$ cat src/rtl/bram_read_arbiter.sv
// Two-requester burst read arbiter for a BRAM read port: round-robin grant,
// address sequencing, and a per-beat id/last tag pipeline matched to BRAM latency.
module bram_read_arbiter #(
    parameter int ADDR_W = 10,
    parameter int DATA_W = 128,
    parameter int RD_LAT = 1
) (
    input  logic              clock,
    input  logic              rst_n,
    input  logic              req0_valid,
    output logic              req0_ready,
    input  logic [ADDR_W-1:0] req0_addr,
    input  logic [ADDR_W-1:0] req0_len,
    input  logic              req1_valid,
    output logic              req1_ready,
    input  logic [ADDR_W-1:0] req1_addr,
    input  logic [ADDR_W-1:0] req1_len,
    output logic              bram_en,
    output logic [ADDR_W-1:0] bram_addr,
    input  logic [DATA_W-1:0] bram_dout,
    output logic              rd_valid,
    output logic              rd_id,
    output logic              rd_last,
    output logic [DATA_W-1:0] rd_data,
    output logic              busy,
    output logic              dbg_state
);

    typedef enum logic {IDLE = 1'b0, BURST = 1'b1} state_t;

    localparam logic [ADDR_W-1:0] ONE = ADDR_W'(1);

    state_t            state;
    state_t            state_nxt;
    logic              last_gnt;
    logic              gnt_id;
    logic              hs;
    logic [ADDR_W-1:0] addr_q;
    logic [ADDR_W-1:0] remain_q;
    logic              id_q;
    logic              issue_last;
    logic [RD_LAT-1:0] tag_v;
    logic [RD_LAT-1:0] tag_id;
    logic [RD_LAT-1:0] tag_last;
    logic [RD_LAT-1:0] tag_v_d;
    logic [RD_LAT-1:0] tag_id_d;
    logic [RD_LAT-1:0] tag_last_d;

    // Handshake: a request transfers in any cycle where valid and ready are both
    // high; ready is only offered in IDLE, to one requester, and never in reset.
    always_comb begin
        state_nxt  = state;
        hs         = 1'b0;
        req0_ready = 1'b0;
        req1_ready = 1'b0;
        if (req0_valid && req1_valid) gnt_id = ~last_gnt;
        else                          gnt_id = req1_valid;
        case (state)
            IDLE: begin
                if (rst_n && (req0_valid || req1_valid)) begin
                    hs         = 1'b1;
                    req0_ready = ~gnt_id;
                    req1_ready = gnt_id;
                    state_nxt  = BURST;
                end
            end
            BURST: begin
                if (remain_q == '0) state_nxt = IDLE;
            end
        endcase
    end

    always_ff @(posedge clock or negedge rst_n) begin
        if (!rst_n) begin
            state    <= IDLE;
            last_gnt <= 1'b1;
            id_q     <= 1'b0;
            addr_q   <= '0;
            remain_q <= '0;
        end else begin
            state <= state_nxt;
            if (hs) begin
                last_gnt <= gnt_id;
                id_q     <= gnt_id;
                addr_q   <= gnt_id ? req1_addr : req0_addr;
                remain_q <= gnt_id ? req1_len : req0_len;
            end else if (state == BURST) begin
                addr_q   <= addr_q + ONE;
                remain_q <= remain_q - ONE;
            end
        end
    end

    assign bram_en    = (state == BURST);
    assign bram_addr  = addr_q;
    assign issue_last = (state == BURST) && (remain_q == '0);
    assign dbg_state  = (state == BURST);

    // Tags enter at issue time and emerge RD_LAT cycles later alongside the data.
    if (RD_LAT > 1) begin : g_deep
        assign tag_v_d    = {tag_v[RD_LAT-2:0], bram_en};
        assign tag_id_d   = {tag_id[RD_LAT-2:0], id_q};
        assign tag_last_d = {tag_last[RD_LAT-2:0], issue_last};
    end else begin : g_shallow
        assign tag_v_d    = bram_en;
        assign tag_id_d   = id_q;
        assign tag_last_d = issue_last;
    end

    always_ff @(posedge clock or negedge rst_n) begin
        if (!rst_n) begin
            tag_v    <= '0;
            tag_id   <= '0;
            tag_last <= '0;
        end else begin
            tag_v    <= tag_v_d;
            tag_id   <= tag_id_d;
            tag_last <= tag_last_d;
        end
    end

    assign rd_valid = tag_v[RD_LAT-1];
    assign rd_id    = tag_id[RD_LAT-1];
    assign rd_last  = tag_last[RD_LAT-1];
    assign rd_data  = rd_valid ? bram_dout : '0;
    assign busy     = (state == BURST) || (|tag_v);

endmodule
$ cat config.mk
export PLATFORM = sky130hd
export DESIGN_NAME = bram_read_arbiter
export DESIGN_NICKNAME = d
export VERILOG_FILES = /design/src/rtl/bram_read_arbiter.sv
export SDC_FILE = /design/constraint.sdc
export NUM_CORES = 1
export LEC_CHECK = 0
export BUFFER_PORTS_ARGS = -buffer_cell sky130_fd_sc_hd__clkbuf_2
export CAP_MARGIN = 20
export CORE_AREA = 5 5 120 122
export DETAILED_ROUTE_END_ITERATION = 10
export DIE_AREA = 0 0 125 127
export SETUP_SLACK_MARGIN = 0.4
export SYNTH_ARGS = -nofsm -noshare
export SYNTH_HDL_FRONTEND = slang
export SYNTH_SLANG_ARGS = --single-unit
$ cat constraint.sdc
create_clock -name clock -period 2.35 [get_ports clock]
set_clock_uncertainty 0.1 [all_clocks]
set_input_delay 0.47 -clock clock [delete_from_list [all_inputs] [get_ports clock]]
set_output_delay 0.47 -clock clock [all_outputs]
set_load 0.02 [all_outputs]
# After elaboration in Yosys (flattened, before gate mapping)
# Cells that the tools add are included.
op_classes:
  n_addsub: 2
  mux: 16
  bitwise: 3
  reduce_logical: 7
op_table:
  columns: ["operator", "n"]
  rows:
  - ["$mux W128", 1]
  - ["$mux W10", 6]
  - ["$add A10 B1 Y10 const B", 1]
  - ["$logic_not A10 Y1", 1]
  - ["$sub A10 B1 Y10 const B", 1]
  - ["$mux W1", 8]
  - ["$logic_and A1 B1 Y1", 3]
  - ["$not A1 Y1", 3]
  - ["$logic_or A1 B1 Y1", 2]
  - ["$pmux W1 S2", 1]
  - ["$reduce_bool A2 Y1", 1]
totals:
  ff_bits: 26
  input_bits: 172
  out_inout_bits: 146
  wordCells: 36

# Longest topological paths before layout
# Gate-level depths: netlist (run 1).
depth:
  depth_word: 5
  depth_mapped: 6
  mapped_depth_nobuf: 6

# Least setup slack after synthesis (run 1)
# Ideal clock, no wire load.
synth_timing:
  path_type: "register to output"
  start: "register state (netlist: bram_en)"
  end: "output port req0_ready"
  arrival_time_ns: 1.242
  t_required_ns: 1.780
  setup_slack_ns: 0.538
  path_stages_with_launch: 4
  n_path_buf: 1
  cell_sequence: "dfrtp_1 buf_2 nand2b_4 nor3_4"
synth_via:
  elab_chain_len: 1
synth_lines:
  columns: ["element", "line_no", "source"]
  rows:
  - ["from (decl)", "33", "state_t state;"]
  - ["from (signal assigned)", "81", "state <= state_nxt;"]
  - ["$mux W1", "58", "case (state)"]
  - ["to (decl)", "11", "output logic req0_ready,"]
# Every way passes these cells.

# Final worst setup path (run 1)
layout_timing:
  start: "register tag_v (netlist: rd_valid)"
  end: "output port busy"
layout_via:
  elab_chain_len: 1
layout_lines:
  columns: ["element", "line_no", "source"]
  rows:
  - ["from (decl)", "42", "logic [RD_LAT-1:0] tag_v;"]
  - ["from (signal assigned)", "116", "tag_v <= tag_v_d;"]
  - ["$logic_or A1 B1 Y1", "126", "assign busy = (state == BURST) || (|tag_v);"]
  - ["to (decl)", "25", "output logic busy,"]
# Every way passes these cells.

==> metrics.md, run 1 <==
| Metric | Value |
|---|---|
| Vias in the first global route | 3485 |
| Number of flops mapped to enable cells by yosys | 0 |
| Sequential share of power | 0.271 |
| # rows | 42 |
| DR WL/cell | 20.9 um |
| CP endpoint kind | primary output |
| Die area | 0.0159 mm^2 |
| Avg Inst Size Synth | 7.96 um^2 |
| Met2 Track Usage GR | 0.328 |
| Min Tclk post-route | 1.98 ns |
| Critical path arrival | 1.41 ns |
| Fillcell total | 1415 |
| Final wirelength | 16900 um |
| Pre-antenna DRT Iters | 4 |
| FF-to-FF setup slack | 0.64 ns |
| Met1 usage | 0.266 |
| Count of input and output buffers | 317 |
| Primary FF master, synth | dfrtp_1 |
| Die W | 125 um |
| Commonest non-fill, non-tap cell in the layout | clkbuf_2 |
| Most used routing layer | met2 |
| Die Span Y | 127 um |
| Initial DRC count | 213 |
| Routing usage on met3 | 0.0463 |
| Total track usage | 0.198 |
| Later-pin clock latency in the skew report | 0.26 ns |
| Seq/Total Area, Yosys | 0.253 |
| Root buf cell | clkbuf_16 |
| Post-Syn Nets | 497 |
| # clock sinks | 26 |
| WS Path Type | reg2out |
| Share of layout cells above drive strength 1 | 0.565 |
| Largest net degree at the start of global routing | 32 |
| #FFs+latches synth | 26 |
| Clock tree from TritonCTS | yes |
| Reg2reg end | bram_addr[7] |
| Critical Path Fanout Max | 24 |
| CP startpoint kind | flip-flop |
| Max Freq | 505 MHz |
| Ys async rst share | 1.00 |
| Warnings, synthesis | 0 |
| Gate Count Post-Synth | 323 |
| Power density cells | 766 mW/mm^2 |
| Worst-Margin Slew | 0.484 ns |
| Vias per cell | 4.36 |
| Part of the cycle the worst path needs | 0.843 |
| Area grow syn2layout | 75.9% |
| Combinational share of power | 0.583 |
| Number of distinct library cells after synthesis | 62 |
| Slew Limit Fails | 0 |
| Hold Vio Cnt, Final | 0 |
| Hold Crit Class | in2async |
| GPL Wtd Cong | 0.957 |
| Commonest cells after routing, fill and taps aside | clkbuf_2, and2_1, dfrtp_1 |
| Leakage power | 2.44 nW |
| Worst Path Required | 1.78 ns |
| Psw | 1.62 mW |
| DRC Markers | 0 |
| CTS Buf Count | 3 |
| Placed inst area | 0.00433 mm^2 |
| Rel. slew slack | 0.677 |
| CTS Buffer Depth | 2 |
| Nets | 809 |
| Fin area | 0.00453 mm^2 |
| I/O Pins | 318 |
| R2r startpoint | last_gnt |
| RSZ-0062 raised after global routing | true |
| CORE AREA | 0.0131 mm^2 |
| Vias | 3538 |
| Worst vdd ir | 0.000433 V |
| Total grt overflow | 0 |
| Clk slew on worst S/H paths | 0.07 ns |
| Initial Util | 0.197 |
| Sw Ratio | 0.468 |
| Status | finished clean |
| Post-DP HPWL | 14800 um |
| Clock share of power | 0.146 |
| Final setup fails | 0 |
| First-pass GRT wire length | 24100 um |
| Max-cap viol count | 0 |
| Int Power | 1.84 mW |
| Setup_tns | 0 ns |
| Tot Pwr | 3.47 mW |
| Initial antenna violation count | 1 |
| CTS H-tree depth | 1 |
| CTS Hold Buffers Added | 0 |
| Routed Antenna Nets | 0 |
| Reg2Reg Depth | 5 |
| Mapped cell area | 0.00257 mm^2 |
sequential cells by signal, summed over array words and instances, names as in the netlist:
| signal | cells |
|---|---|
| bram_addr | 10 |
| bram_en | 1 |
| id_q | 1 |
| last_gnt | 1 |
| rd_id | 1 |
| rd_last | 1 |
| rd_valid | 1 |
| remain_q | 10 |
Yosys cell counts (2+ instances only):
| cell type | instances | area, um^2 |
|---|---|---|
| a21oi_1 | 7 | 35.0 |
| nand2b_1 | 2 | 12.5 |
| or3_1 | 2 | 12.5 |
| o2bb2ai_1 | 2 | 17.5 |
| mux2_2 | 2 | 22.5 |
| buf_6 | 2 | 22.5 |
| nor2b_1 | 3 | 18.8 |
| and3_2 | 2 | 15.0 |
| a221oi_1 | 4 | 35.0 |
| buf_4 | 5 | 37.5 |
| clkbuf_1 | 15 | 56.3 |
| o32ai_1 | 2 | 17.5 |
| nor3_1 | 6 | 30.0 |
| nor2_1 | 11 | 41.3 |
| ha_1 | 2 | 25.0 |
| a31oi_1 | 5 | 31.3 |
| and2_1 | 128 | 801 |
| nand3_1 | 8 | 40.0 |
| a21o_1 | 6 | 45.0 |
| o21ai_0 | 10 | 50.1 |
| o211ai_1 | 4 | 30.0 |
| nand4_1 | 2 | 12.5 |
| a221o_1 | 2 | 20.0 |
| o31a_1 | 2 | 17.5 |
| a22oi_1 | 4 | 30.0 |
| mux2i_1 | 2 | 20.0 |
| dfrtp_1 | 25 | 626 |
| and3_1 | 3 | 18.8 |
| o31ai_1 | 2 | 15.0 |
| buf_2 | 2 | 10.0 |
| and4_2 | 2 | 20.0 |
| nand2_1 | 13 | 48.8 |
| inv_1 | 7 | 26.3 |
final cells by class:
| type | count | area (um^2) | share of cell area |
|---|---|---|---|
| multi-input cells | 266 | 1780 | 0.393 |
| repair buffers | 331 | 1740 | 0.384 |
| flip-flops and latches | 26 | 656 | 0.145 |
| well taps | 176 | 220 | 0.0487 |
| clock buffers | 3 | 75.1 | 0.0166 |
| clock inverters | 1 | 30.0 | 0.00664 |
| inverters | 7 | 26.3 | 0.00581 |
| diodes | 1 | 2.50 | 0.000553 |
kinds of logic after synthesis:
kind of cell / after synthesis / share of synthesized area
buffers and inverters: 31 / 0.0593
flip-flops: 26 / 0.253
adder cells (fa/ha/maj): 2 / 0.00973
AND/OR/NAND/NOR: 194 / 0.466
XOR/XNOR: 1 / 0.00341
multiplexers: 4 / 0.0165
AO/OA/AOI/OAI: 65 / 0.192
metrics by stage:
stage / utilization / std cells / setup WS (ns) / hold slack, ns
floorplan: - / 323 / 0.538 / 0.0744
global placement: 0.331 / 801 / 0.323 / 0.273
detailed placement: 0.331 / 801 / 0.296 / 0.268
CTS: 0.344 / 809 / 0.349 / 0.104
global route: 0.346 / 810 / 0.315 / 0.110
finish: 0.346 / 811 / 0.369 / 0.105
worst max path at each step:
stage | from | end | cells after the start
after floorplan | bram_en | req0_ready | 3
after global placement | req1_valid | req1_ready | 4
after detailed placement | req1_valid | req1_ready | 4
after CTS | rd_valid | busy | 3
after global routing | rd_valid | rd_data[95] | 3
final | rd_valid | busy | 3
worst max-delay path: stages (launching register included):
cell	delay, ns
dfrtp_4	0.54
buf_12	0.17
or2_2	0.27
buf_2	0.16
what timing repair did:
| action | in CTS | in global routing |
|---|---|---|
| gates resized for setup | 3 | 6 |
| buffers inserted | 3 | 1 |
| pin swaps | 1 | 0 |
| setup endpoints to repair | 110 | 61 |
| gates cloned | 1 | 0 |
metal layers:
metal / wire, um / vias up / part of all wire
li1: - / 1734 / -
met1: 7390 / 1614 / 0.44
met2: 8050 / 171 / 0.48
met3: 1150 / 17 / 0.068
met4: 325 / 2 / 0.019
met5: 7 / - / 0.00041
power groups by stage:
stage / Combinational [mW] / Clock [mW] / Sequential, mW
2_1_floorplan: 1.17 / 0 / 0.985
3_3_place_gp: 1.99 / 0 / 0.956
3_5_place_dp: 1.99 / 0 / 0.947
4_1_cts: 2.03 / 0.511 / 0.938
5_1_grt: 2.19 / 0.533 / 0.978
6_report: 2.02 / 0.506 / 0.939
Power figures use the tool's default switching activity.
==> run 2, diff against run 1 <==
Settings changed: ABC_AREA set to 1, CORE_AREA 5 5 120 122 to 5 5 119 121, DIE_AREA 0 0 125 127 to 0 0 124 126.
Clock period 2.35 ns to 2 ns, I/O delays scaled along.
==> metrics.md, run 2 <==
| Metric | Value |
|---|---|
| Power density cells | 344 mW/mm^2 (-55%) |
| Ys async rst share | 1.00 (unchanged) |
| Number of distinct library cells after synthesis | 29 (-53%) |
| Max Freq | 541 MHz |
| CP Cell Sequence | buf_6 -> buf_16 -> nand2_1 -> inv_1 -> clkbuf_8 |
| Initial antenna violation count | 0 (-1) |
| Die W | 124 um (-0.80%) |
| CORE AREA | 0.0130 mm^2 (-0.80%) |
| Final setup fails | 0 (unchanged) |
| Mapped cell area | 0.00276 mm^2 (+7.4%) |
| Largest net degree at the start of global routing | 21 (-34%) |
| Max-cap viol count | 0 (unchanged) |
| CTS H-tree depth | 1 (unchanged) |
| Gate Count Post-Synth | 531 (+64%) |
| Share of layout cells above drive strength 1 | 0.462 (-0.103) |
| Worst vdd ir | 0.000333 V (-23%) |
| Synth top cells by count | nand2_1, inv_1, dfrtp_1 |
| Fillcell total | 1438 (+1.6%) |
| Avg Inst Size Synth | 5.21 um^2 (-35%) |
| FF-to-FF setup slack | 0.46 ns (-0.18 ns) |
| Critical Path Fanout Max | 20 (-17%) |
| RSZ-0062 raised after global routing | true |
| CTS Buf Count | 3 (unchanged) |
| CP endpoint kind | primary output |
| Warnings, synthesis | 0 (unchanged) |
| Critical path arrival | 1.35 ns (-0.06 ns) |
| GPL Wtd Cong | 0.870 (-9.0%) |
| I/O Pins | 318 (unchanged) |
| CP max stage delay | 0.51 ns (-0.03 ns) |
| Seq/Total Area, Yosys | 0.236 (-0.0176) |
| Ant diodes | 0 (-1) |
| Total grt overflow | 0 (unchanged) |
| Status | finished clean |
| Part of the cycle the worst path needs | 0.924 |
| Root buf cell | clkbuf_16 |
| Tot Pwr | 1.91 mW (-45%) |
| # rows | 42 (unchanged) |
| Yosys top cell area share | 0.325 (+0.0133) |
| Initial Util | 0.213 (+0.0163) |
| Final wirelength | 15400 um (-9.2%) |
| WS Path Type | reg2out |
| Slowest-stage cell, CP | dfrtp_4 |
| Post-Syn Nets | 705 (+42%) |
| Hold slack final | 0.0631 ns (-0.0424 ns) |
| Leakage power | 3.82 nW (+56%) |
| Worst-Margin Slew | 0.336 ns (-0.148 ns) |
| CTS Buffer Depth | 2 (unchanged) |
| First-pass GRT wire length | 21800 um (-9.4%) |
| Area leader, netlist | nand2_1 |
| Setup_tns | 0 ns (unchanged) |
| Vias in the first global route | 4000 (+15%) |
| Later-pin clock latency in the skew report | 0.26 ns (about the same) |
| Min Tclk post-route | 1.85 ns |
| Commonest cells after routing, fill and taps aside | clkbuf_2, nand2_1, inv_1 |
| Post-DP HPWL | 12500 um (-16%) |
| Initial DRC count | 228 (+7.0%) |
| Most common cell in the synthesized netlist | nand2_1 |
| Vias | 4230 (+20%) |
| Vias per cell | 4.07 (-6.8%) |
| CP startpoint kind | flip-flop |
| # clock sinks | 26 (unchanged) |
| Commonest non-fill, non-tap cell in the layout | clkbuf_2 |
| Hold Crit Class | in2async |
| Total track usage | 0.176 (-0.0221) |
| Number of flops mapped to enable cells by yosys | 0 (unchanged) |
| Synth area leaders | nand2_1, dfrtp_1, inv_1 |
| Primary FF master, synth | dfrtp_1 |
| Rel. slew slack | 0.775 (+0.0981) |
| Die area | 0.0156 mm^2 (-1.6%) |
| Count of input and output buffers | 317 (unchanged) |
| CTS Hold Buffers Added | 0 (unchanged) |
| DR WL/cell | 14.8 um (-29%) |
| DRC Markers | 0 (unchanged) |
| Nets | 1039 (+28%) |
| Slew Limit Fails | 0 (unchanged) |
| Worst Path Required | 1.50 ns (-0.28 ns) |
| Die Span Y | 126 um (-0.79%) |
| Clock tree from TritonCTS | yes |
| Area grow syn2layout | 101% |
| Clk slew on worst S/H paths | 0.07 ns (about the same) |
| Hold Vio Cnt, Final | 0 (unchanged) |
| Pre-antenna DRT Iters | 5 (+1) |
| #FFs+latches synth | 26 (unchanged) |
| Routed Antenna Nets | 0 (unchanged) |
## run 2: changes by cell type in the layout (fill, tap and decap cells not counted), moves of 9 or more
cell,change
nand2_1,+208
inv_1,+135
and2_1,-127
clkbuf_2,-92
clkbuf_8,+45
buf_2,+28
nand2_2,+20
buf_4,+13
nor2_1,+13
inv_2,+10
buf_6,+9
buf_8,+9
## run 2: worst paths after layout
kind / start / endpoint / depth (start not counted)
min reg2reg: id_q / rd_id / 0
min: rst_n / bram_addr[1] / 2
max in group asynchronous: rst_n / last_gnt / 2
max reg2reg: last_gnt / remain_q[5] / 9
max: rd_valid / rd_data[40] / 5
min in group clock: req0_len[0] / remain_q[0] / 3
## run 2: per-stage QoR
stage / instances / utilization / area, um^2 / setup slack (ns)
floorplan: 531 / - / 2770 / 0.429
global placement: 1017 / 0.353 / 4580 / 0.252
CTS: 1036 / 0.415 / 5380 / 0.155
detailed placement: 1017 / 0.353 / 4580 / 0.242
global route: 1040 / 0.427 / 5550 / 0.112
finish: 1040 / 0.427 / 5550 / 0.152
## run 2: kinds of logic (layout without fill, tap and decap cells)
group	Yosys count	in the layout	synth area share
flip-flops	26	26	0.236
AO/OA/AOI/OAI	34	34	0.0720
AND/OR/NAND/NOR	295	295	0.432
adder cells (fa/ha/maj)	2	2	0.00905
buffers and inverters	174	507	0.251
## run 2: critical path: cells and delay by family (launching register included)
family | cells | cell delay (ns)
buffers and inverters | 4 | 0.50
AND/OR/NAND/NOR | 1 | 0.07
flip-flops | 1 | 0.51
## run 2: timing repair
| item | 4_1_cts | 5_1_grt |
|---|---|---|
| buffers inserted | 13 | 2 |
| pin swaps | 5 | 5 |
| cloned | 2 | 2 |
| resized for setup | 138 | 90 |
| endpoints found under the setup margin | 135 | 147 |
## run 2: cell type report
type	count	area, um^2	area share
timing repair buffer	350	2510	0.453
inverter	153	577	0.104
clock inverter	1	30.0	0.00541
multi-input combinational	331	1480	0.266
tap	176	220	0.0397
sequential	26	658	0.119
clock buffer	3	75.1	0.0135
## run 2: where the power goes
group	switching [mW]	internal, mW	total [mW]	leakage, nW
Sequential	0	0.525	0.525	0.298
Combinational	0.424	0.368	0.791	3.47
Clock	0.195	0.399	0.593	0.0511
Total	0.618	1.29	1.91	3.82
## run 2: routing by layer
layer	vias up	wire (um)	track usage
met5	-	0	0
met4	0	329	0.0393
met3	20	1720	0.0552
met2	197	7320	0.304
met1	1839	6000	0.212
li1	2174	-	-
==> run 3, diff against run 2 <==
Clock period 2 ns to 1.6 ns, I/O delays scaled along.
==> metrics.md, run 3 (synthesis gave the netlist of run 2 again) <==
| Metric | Value |
|---|---|
| Status | complete, but fails checks |
| Violated checks | setup timing |
| Post-Route Utilization | 0.429 (+0.00212) |
| I/O Pins | 318 (unchanged) |
| Die W | 124 um (unchanged) |
| WS Path Type | reg2out |
| Finished Layout Cells | 1053 (+1.3%) |
| Slowest-stage cell, CP | dfrtp_4 |
| Place WS | 0.0841 ns (-0.158 ns) |
| Initial Util | 0.213 (unchanged) |
| Hold Crit Class | in2async |
| DR WL/cell | 14.0 um (-5.3%) |
| Fillcell total | 1394 (-3.1%) |
| Die Span Y | 126 um (unchanged) |
| Clock tree from TritonCTS | yes |
| Final setup fails | 143 (+143) |
| Commonest cells after routing, fill and taps aside | clkbuf_2, nand2_1, inv_2 |
| Commonest non-fill, non-tap cell in the layout | clkbuf_2 |
| Root buf cell | clkbuf_16 |
| Leakage power | 3.64 nW (-4.7%) |
| Multi-input logic area | 0.00167 mm^2 (+13%) |
| Worst vdd ir | 0.000311 V (-6.6%) |
| # clock sinks | 26 (unchanged) |
| Share of layout cells above drive strength 1 | 0.684 (+0.222) |
| Area grow syn2layout | 102% |
| CP startpoint kind | flip-flop |
| Final worst slack | -0.197 ns (-0.349 ns) |
| Reg2reg end | remain_q[1] |
| Clk slew on worst S/H paths | 0.07 ns (about the same) |
| Slew Limit Fails | 0 (unchanged) |
| Vias in the first global route | 3999 (-0.025%) |
| Worst Path Required | 1.18 ns (-0.32 ns) |
| Dpl cells | 1025 (+0.79%) |
| Power density cells | 400 mW/mm^2 (+16%) |
| Die area | 0.0156 mm^2 (unchanged) |
| FF-to-FF setup slack | -0.04 ns (-0.50 ns) |
| Placed inst area | 0.00484 mm^2 (+5.5%) |
| Vias per cell | 4.03 (-0.81%) |
| Later-pin clock latency in the skew report | 0.26 ns (about the same) |
| Tot Pwr | 2.23 mW (+17%) |
| DRC Markers | 0 (unchanged) |
| CP max stage delay | 0.52 ns (about the same) |
| Register Area | 661 um^2 (+0.38%) |
| CP Buf/Inv Count | 2 (-2) |
| CP endpoint kind | primary output |
| Routed Antenna Nets | 0 (unchanged) |
| CTS Buf Count | 3 (unchanged) |
| Crit path max-delay family | flip-flops |
| Reg2Reg Depth | 12 (+3) |
| R2r startpoint | last_gnt |
| CTS H-tree depth | 1 (unchanged) |
| RSZ-0062 raised after global routing | true |
| CTS Buffer Depth | 2 (unchanged) |
| Critical path arrival | 1.38 ns (+0.03 ns) |
| Total grt overflow | 0 (unchanged) |
| Initial DRC count | 204 (-11%) |
| Min Tclk post-route | 1.80 ns |
| Critical Path Fanout Max | 11 (-45%) |
| Final wirelength | 14700 um (-4.1%) |
| Fin area | 0.00557 mm^2 (+0.50%) |
| Initial antenna violation count | 1 (+1) |
| Post-DP HPWL | 12300 um (-1.9%) |
| Vias | 4248 (+0.43%) |
| Part of the cycle the worst path needs | 1.12 |
| Largest net degree at the start of global routing | 53 (+150%) |
| GPL Wtd Cong | 0.855 (-1.8%) |
| First-pass GRT wire length | 21500 um (-1.5%) |
| Total track usage | 0.173 (-0.00321) |
| Nets | 1051 (+1.2%) |
| Count of input and output buffers | 317 (unchanged) |
| CORE AREA | 0.0130 mm^2 (unchanged) |
| Rel. slew slack | 0.761 (-0.0141) |
| # rows | 42 (unchanged) |
| CP Cell Sequence | buf_12 -> or2_2 -> buf_2 |
| Pre-antenna DRT Iters | 4 (-1) |
| Worst-Margin Slew | 0.359 ns (+0.0224 ns) |
| Max-cap viol count | 0 (unchanged) |
| Max Freq | 557 MHz |
| Hold Vio Cnt, Final | 0 (unchanged) |
==> run 3: cell types whose count changed in the layout (fill, tap and decap cells not counted), sizes merged <==
cell / previous run / this run
buf: 79 / 111
clkbuf: 274 / 255
bufinv: 1 / 0
clkinv: 0 / 1
diode: 0 / 1
inv: 153 / 152
==> run 3: repair_timing <==
item / 4_1_cts / 5_1_grt
cloned: 2 / 0
setup endpoints to repair: 170 / 170
buffers inserted: 19 / 2
hold buffers: 0 / 0
gates resized for setup: 63 / 141
pin swaps: 14 / 4
==> run 3: per-stage QoR <==
step	setup TNS (ns)	hold WS, ns
5_1_grt	-24.12	0.0996
2_1_floorplan	0	-0.0756
4_1_cts	-19.49	0.0714
6_report	-17.66	0.0414
3_5_place_dp	0	0.271
3_3_place_gp	0	0.259
==> run 3: power by group <==
part	total, mW	internal [mW]	switching, mW
clock network	0.588	0.342	0.247
registers	0.657	0.657	0
logic	0.984	0.422	0.562
total	2.23	1.42	0.809
==> run 3: worst register-to-register path: cells and delay by family (launching register included) <==
kind	cells	cell delay (ns)
flops	1	0.54
buf+inv	4	0.42
compound gates	1	0.07
simple gates	7	0.45
==> run 3: worst max path at each step <==
stage	endpoint	startpoint	slack [ns]	cells past startpoint
detailed placement	req0_ready	last_gnt	0.08	5
floorplan	bram_addr[0]	bram_en	0.17	7
global route	rd_data[94]	rd_valid	-0.23	4
CTS	busy	rd_valid	-0.19	3
finish	busy	rd_valid	-0.20	3
global placement	req0_ready	last_gnt	0.09	5
==> run 3: final cells by class <==
type                            count  area share
Sequential cell                    26       0.119
Antenna cell                        1    0.000449
Timing Repair Buffer              362       0.423
Tap cell                          176      0.0395
Clock buffer                        4      0.0141
Inverter                          153       0.105
Multi-Input combinational cell    331       0.299
==> run 3: layer usage <==
layer  track usage  wire (um)  vias to the layer above
li1              -          -                     2193
met2         0.292       7070                      172
met5             0         13                        -
met4        0.0329        192                        2
met1         0.220       5970                     1869
met3        0.0475       1500                       12
